--- src/rtl/instr_fetch_pkg.sv ---
// Shared definitions for the instruction fetch unit.
//   XLEN             - datapath / address width
//   OPCODE_W         - width of the opcode field at the bottom of an instruction
//   DEFAULT_RESET_PC - default PC loaded on reset
//   fetch_state_e    - fetch FSM encoding (idle / request outstanding / drop response)
package instr_fetch_pkg;

    localparam int unsigned XLEN     = 32;
    localparam int unsigned OPCODE_W = 7;

    localparam logic [XLEN-1:0] DEFAULT_RESET_PC = 32'h0000_0000;

    typedef enum logic [1:0] {
        StIdle = 2'd0,  // free to issue a request
        StWait = 2'd1,  // one request outstanding, response will be kept
        StDrop = 2'd2   // one request outstanding, response will be discarded
    } fetch_state_e;

endpackage

--- src/rtl/instr_fetch.sv ---
// Instruction fetch unit: keeps the PC, issues single-outstanding requests to
// instruction memory and holds the fetched word until downstream consumes it.
//
// Parameters
//   RESET_PC    - PC loaded on reset
//   PC_STEP     - PC increment per accepted instruction
// Ports
//   clk, rst_n  - clock, asynchronous active-low reset
//   imem_req    - one-cycle request pulse, imem_addr valid in that cycle
//   imem_addr   - fetch address (current PC)
//   imem_rdata  - instruction word from memory, valid with imem_valid
//   imem_valid  - memory response strobe
//   stall       - downstream is not consuming the held instruction
//   redirect    - taken branch/jump, overrides everything else
//   redirect_pc - new PC, sampled with redirect
//   instr       - held instruction word
//   opCode      - instr[6:0], for the control unit
//   instr_valid - instr/pc_out hold a live instruction
//   pc_out      - address of the held instruction
module instr_fetch
    import instr_fetch_pkg::*;
#(
    parameter logic [XLEN-1:0] RESET_PC = DEFAULT_RESET_PC,
    parameter int unsigned     PC_STEP  = 4
) (
    input  logic                clk,
    input  logic                rst_n,
    output logic                imem_req,
    output logic [XLEN-1:0]     imem_addr,
    input  logic [XLEN-1:0]     imem_rdata,
    input  logic                imem_valid,
    input  logic                stall,
    input  logic                redirect,
    input  logic [XLEN-1:0]     redirect_pc,
    output logic [XLEN-1:0]     instr,
    output logic [OPCODE_W-1:0] opCode,
    output logic                instr_valid,
    output logic [XLEN-1:0]     pc_out
);

    fetch_state_e    state_q, state_d;
    logic [XLEN-1:0] pc_q, pc_d;
    logic [XLEN-1:0] instr_q, instr_d;
    logic [XLEN-1:0] pc_out_q, pc_out_d;
    logic            instr_valid_q, instr_valid_d;
    logic            consumed;
    logic            issue;

    always_comb begin
        state_d       = state_q;
        pc_d          = pc_q;
        instr_d       = instr_q;
        pc_out_d      = pc_out_q;
        instr_valid_d = instr_valid_q;
        issue         = 1'b0;
        consumed      = instr_valid_q && !stall;

        if (redirect) begin
            pc_d          = redirect_pc;
            instr_valid_d = 1'b0;
            // A request still in flight must have its response thrown away.
            if (state_q != StIdle && !imem_valid) begin
                state_d = StDrop;
            end else begin
                state_d = StIdle;
            end
        end else begin
            unique case (state_q)
                StIdle: begin
                    if (consumed) begin
                        instr_valid_d = 1'b0;
                    end
                    if (!instr_valid_q || !stall) begin
                        issue   = 1'b1;
                        state_d = StWait;
                    end
                end
                StWait: begin
                    if (imem_valid) begin
                        instr_d       = imem_rdata;
                        pc_out_d      = pc_q;
                        instr_valid_d = 1'b1;
                        pc_d          = pc_q + XLEN'(PC_STEP);
                        state_d       = StIdle;
                    end else if (consumed) begin
                        instr_valid_d = 1'b0;
                    end
                end
                StDrop: begin
                    if (consumed) begin
                        instr_valid_d = 1'b0;
                    end
                    if (imem_valid) begin
                        state_d = StIdle;
                    end
                end
                default: begin
                    state_d = StIdle;
                end
            endcase
        end
    end

    always_ff @(posedge clk or negedge rst_n) begin
        if (!rst_n) begin
            state_q       <= StIdle;
            pc_q          <= RESET_PC;
            instr_q       <= '0;
            pc_out_q      <= '0;
            instr_valid_q <= 1'b0;
        end else begin
            state_q       <= state_d;
            pc_q          <= pc_d;
            instr_q       <= instr_d;
            pc_out_q      <= pc_out_d;
            instr_valid_q <= instr_valid_d;
        end
    end

    // Gated by rst_n so no request escapes while reset is held (state is idle then).
    assign imem_req    = issue && rst_n;
    assign imem_addr   = pc_q;
    assign instr       = instr_q;
    assign opCode      = instr_q[OPCODE_W-1:0];
    assign instr_valid = instr_valid_q;
    assign pc_out      = pc_out_q;

endmodule

--- config.mk ---
export PLATFORM = sky130hd
export DESIGN_NAME = instr_fetch
export DESIGN_NICKNAME = d
export VERILOG_FILES = /design/src/rtl/instr_fetch_pkg.sv /design/src/rtl/instr_fetch.sv
export SDC_FILE = /design/constraint.sdc
export NUM_CORES = 1
export LEC_CHECK = 0
export ABC_AREA = 1
export CAP_MARGIN = 25
export CORE_MARGIN = 2
export CORE_UTILIZATION = 42
export DETAILED_ROUTE_END_ITERATION = 10
export PLACE_DENSITY = 0.76
export SYNTH_ARGS = -nofsm -noshare
export SYNTH_HDL_FRONTEND = slang
export SYNTH_SLANG_ARGS = --single-unit
--- constraint.sdc ---
create_clock -name clk -period 1.8 [get_ports clk]
set_input_delay 0.18 -clock clk [delete_from_list [all_inputs] [get_ports clk]]
set_output_delay 0.18 -clock clk [all_outputs]
set_load 0.005 [all_outputs]
**Word-level counts from Yosys, hierarchy flattened**

Cells that the tools add are included.

- Add/sub/neg operators: 1
- Equality and inequality tests: 4
- Muxes and demuxes: 15
- Bitwise logic cells: 1
- Reduce and logical (&&, ||, !) cells: 17

Operator list:

| kind | count |
|---|---|
| $mux 32 | 3 |
| $add 32x3->32 const B | 1 |
| $mux 2 | 4 |
| $mux 1 | 6 |
| $reduce_bool 2->1 | 3 |
| $pmux 2 s2 | 1 |
| $reduce_and 2->1 | 2 |
| $reduce_or 2->1 | 2 |
| $logic_and 1x1->1 | 3 |
| $logic_not 1->1 | 3 |
| $ne 3x1->1 const B | 1 |
| $ne 3x3->1 const B | 1 |
| $reduce_and 3->1 | 1 |
| $reduce_bool 3->1 | 1 |
| $eq 2x1->1 const B | 1 |
| $eq 2x2->1 const B | 1 |
| $logic_not 2->1 | 1 |
| $pmux 1 s2 | 1 |
| $logic_or 1x1->1 | 1 |
| $not 1->1 | 1 |

- Register bits after elaboration: 99
- Bits of input ports: 69
- Output and inout port bits: 105
- Logic and storage cells: 43

**Logic depth before layout (Yosys ltp)**

- Word-level depth: 6
- Gate-level depth with buffers: 10
- Depth with buffers taken out: 10

**Worst setup path before layout**

Ideal clock, no wire load.

- Kind: register to register
- Start: reg state_q[1]
- End: reg pc_out_q[16] (netlist: pc_out[16])
- Data arrival time: 1,330 ps
- Required time: 1,667 ps
- Slack: 337 ps
- Stages on the path, launching flop included: 10
- Buffers on the path: 2
- Path through: dfrtp_1 inv_1 ha_1 nand2_1 nor2_4 inv_2 buf_6 clkbuf_1 nand2_1 o21ai_0

- Cells in the longest elaborated chain, start to end: 2

RTL lines:

| element | RTL line | text |
|---|---|---|
| from (decl) | instr_fetch.sv:41 | `fetch_state_e state_q, state_d;` |
| from (signal assigned) | instr_fetch.sv:106 | `state_q <= StIdle;` |
| from (signal assigned) | instr_fetch.sv:112 | `state_q <= state_d;` |
| $eq 2x1->1 | instr_fetch.sv:68 | `unique case (state_q)` |
| $reduce_and 3->1 (no line) | - |  |
| to (signal assigned) | instr_fetch.sv:115 | `pc_out_q <= pc_out_d;` |
| to (decl) | instr_fetch.sv:44 | `logic [XLEN-1:0] pc_out_q, pc_out_d;` |

No other way between the ends.
A chain may end at the register's enable or synchronous reset.

**Final worst setup path**

- Start: reg state_q[0]
- End: reg pc_q[21] (netlist: imem_addr[21])

- Cells in the longest elaborated chain, start to end: 3

RTL lines:

| element | RTL line | text |
|---|---|---|
| $eq 2x1->1 | instr_fetch.sv:68 |  |
| $reduce_bool 2->1 (no line) | - |  |
| $reduce_and 2->1 (no line) | - |  |
| to (signal assigned) | instr_fetch.sv:113 | `pc_q <= pc_d;` |
| to (decl) | instr_fetch.sv:42 | `logic [XLEN-1:0] pc_q, pc_d;` |

No other way between the ends.

==> summary.md <==
| Metric | Value |
|---|---|
| Status | complete, no violations |
| Synth area leader | dfrtp_1 |
| Root buf cell | clkbuf_16 |
| Relative slew slack | 63.0% |
| Worst slew pin tran | 0.555 ns |
| Layout fillers | 1,004 |
| Worst skew pair latency | 0.34 ns |
| DR vias/cell | 5.01 |
| Hold slack | 0.382 ns |
| DR DRC count | 0 |
| Core area | 11,400 um^2 |
| Pwr/cell area | 1280 nW/um^2 |
| Highest clock rate | 588 MHz |
| Max VDD drop | 742 uV |
| CP max stage cell | dfrtp_1 |
| GP Congestion | 0.845 |
| Crit-path cells | buf_4, ha_2, nand2_1, nand2_1, buf_4, o21ai_0, inv_1, o211ai_1 |
| Cell count after synthesis | 624 |
| Crit path DAT | 1.96 ns |
| Setup TNS | 0 ns |
| Hold Vio Cnt, Final | 0 |
| Max-slew violations | 0 |
| Minimum clock period | 1.70 ns |
| Number of port buffers | 173 |
| CTS Buf Count | 9 |
| Clock skew | 0.00739 ns |
| Synth Warn # | 0 |
| H-tree lvl count | 3 |
| Leakage Power | 3.29 nW |
| Sequential share of the synthesized area | 51.0% |
| TritonCTS clock tree | done |
| Sink Count | 99 |
| Pin count of the biggest net entering global routing | 100 |
| Die Span Y | 112 um |
| Antenna violations before repair | 0 |
| Via count | 4,726 |
| Seq cells post-synth | 99 |
| Critical Path RT | 2.05 ns |
| Post-route ant nets | 0 |
| Area grow syn2layout | 45.8% |
| First-pass GRT wire length | 23,000 um |
| Dpl hpwl | 10,400 um |
| Diode count | 0 |
| Tcrit/Tclk final | 94.5% |
| Max-Cap Viols | 0 |
| Crit path largest cell delay | 0.39 ns |
| Cell variety after synth | 34 |
| Max FO, Critical Path | 9 |
| Synth Area per Inst | 7.78 um^2 |
| Setup crit end kind | flip-flop |
| I/O pin count | 174 |
| Die W | 112 um |
| Drt first pass iters | 5 |
| Drt wl/cell | 15.1 um |
| Final total power | 9.06 mW |
| Initial core utilization | 42.7% |
| CTS clk-pin slew, worst paths | 0.07 ns |
| Setup violations, final | 0 |
| Overflow after GRT | 0 |
| FP Rows | 39 |
| Startpoint types | flip-flop |
| Crit Path Category | reg2reg |
| Clk buf depth | 2 |
| Die Footprint | 12,400 um^2 |
| Number of global-route vias before repair | 4,621 |
| GRT Util Overall | 23.0% |
| Synth top area cells | dfrtp_1 (51%), nand2_1 (20%), nor2_1 (4.5%), o21ai_0 (4.4%), inv_1 (3.9%) |
| Mapped Area | 4850 um^2 |
| Share of layout cells above drive strength 1 | 6.99% |
| NumNets Final | 869 |
| Syn_nets | 697 |
| Initial drt markers | 387 |
| Hold crit path type | in2reg |
| Synth top area share | 51.0% |
| Routed WL | 14,200 um |
cells by family (layout without fill, tap and decap cells):
| group | after synthesis | after routing | synth area share [%] |
|---|---|---|---|
| compound gates | 65 | 65 | 7.65 |
| xor+xnor | 8 | 8 | 1.44 |
| fa+ha+maj | 4 | 4 | 1.03 |
| buf+inv | 84 | 261 | 7.71 |
| flops | 99 | 99 | 51.0 |
| simple gates | 364 | 364 | 31.1 |
sequential cells by signal, summed over array words and instances, names as in the netlist:
name / count
imem_addr: 32
instr: 32
pc_out: 32
state_q: 2
instr_valid: 1
cell type report:
| class | count | area, um^2 | share of cell area (%) |
|---|---|---|---|
| sequential | 99 | 2480 | 35.0 |
| clock inverter | 4 | 51.3 | 0.725 |
| multi-input combinational | 441 | 2010 | 28.4 |
| tap | 143 | 179 | 2.53 |
| clock buffer | 12 | 236 | 3.34 |
| timing repair buffer | 192 | 1920 | 27.1 |
| inverter | 53 | 204 | 2.88 |
worst paths after layout:
check	end	start	slack, ns	cells past startpoint
worst min register to register	instr[29]	instr[29]	0.47	2
worst max-delay path	imem_addr[21]	state_q[0]	0.1	8
max in group asynchronous	pc_out[20]	rst_n	0.92	3
worst max register to register	imem_addr[21]	state_q[0]	0.1	8
min in group asynchronous	imem_addr[23]	rst_n	0.42	3
worst min-delay path	instr[29]	imem_rdata[29]	0.38	3
cells in the mapped netlist (all sizes together):
library cell	count
a211oi	1
a21oi	3
a31o	1
a31oi	1
a32o	1
buf	21
clkbuf	10
clkinv	1
dfrtp	99
ha	4
inv	52
nand2	257
nand3	29
nand3b	3
nand4	6
nor2	69
o2111ai	1
o211ai	7
o21a	1
o21ai	46
o21bai	1
o221ai	2
xnor2	2
xor2	6
cell usage in the layout, fill, tap and decap left out, drive strengths merged:
| cell | instances |
|---|---|
| a21oi | 3 |
| o221ai | 2 |
| nand3 | 29 |
| dfrtp | 99 |
| o21ai | 46 |
| o21bai | 1 |
| nand2 | 257 |
| o2111ai | 1 |
| clkinvlp | 2 |
| clkinv | 3 |
| bufinv | 1 |
| clkdlybuf4s50 | 171 |
| nor2 | 69 |
| xnor2 | 2 |
| xor2 | 6 |
| a32o | 1 |
| a211oi | 1 |
| o211ai | 7 |
| nand3b | 3 |
| a31oi | 1 |
| buf | 19 |
| clkbuf | 13 |
| ha | 4 |
| dlygate4sd3 | 1 |
| nand4 | 6 |
| a31o | 1 |
| inv | 51 |
| o21a | 1 |
per-stage QoR:
step           cells  area [um^2]  utilization, %  worst slack, ns
2_1_floorplan    624         4850               -            0.337
3_3_place_gp     923         6730            59.2           0.0813
3_5_place_dp     923         6730            59.2           0.0703
4_1_cts          942         7050            62.0           0.0239
5_1_grt          944         7080            62.2         -0.00323
6_report         944         7080            62.2           0.0985
critical path: cells and delay by family (launching register included):
family | cells | cell delay (ns)
fa+ha+maj | 1 | 0.19
flops | 1 | 0.39
compound gates | 2 | 0.26
simple gates | 2 | 0.34
buf+inv | 3 | 0.42
report_power, final:
group,switching [mW],internal (mW),total (mW),leakage [nW]
clock network,0.821,1.08,1.90,0.137
registers,0.574,3.05,3.63,1.22
logic,1.38,2.15,3.53,1.93
total,2.78,6.28,9.06,3.29
layer usage:
layer	routed length, um	track usage, %
met1	6020	28.6
met2	6970	39.5
met5	0	0
met3	988	5.99
met4	233	6.91
what timing repair did:
action,in CTS,in global routing
pin swaps,0,0
endpoints found under the hold margin,99,0
endpoints found under the setup margin,1,35
hold buffers,1,0
setup buffers,2,2
gates resized for setup,3,7
Note: power is estimated with default switching activity, not from simulation.
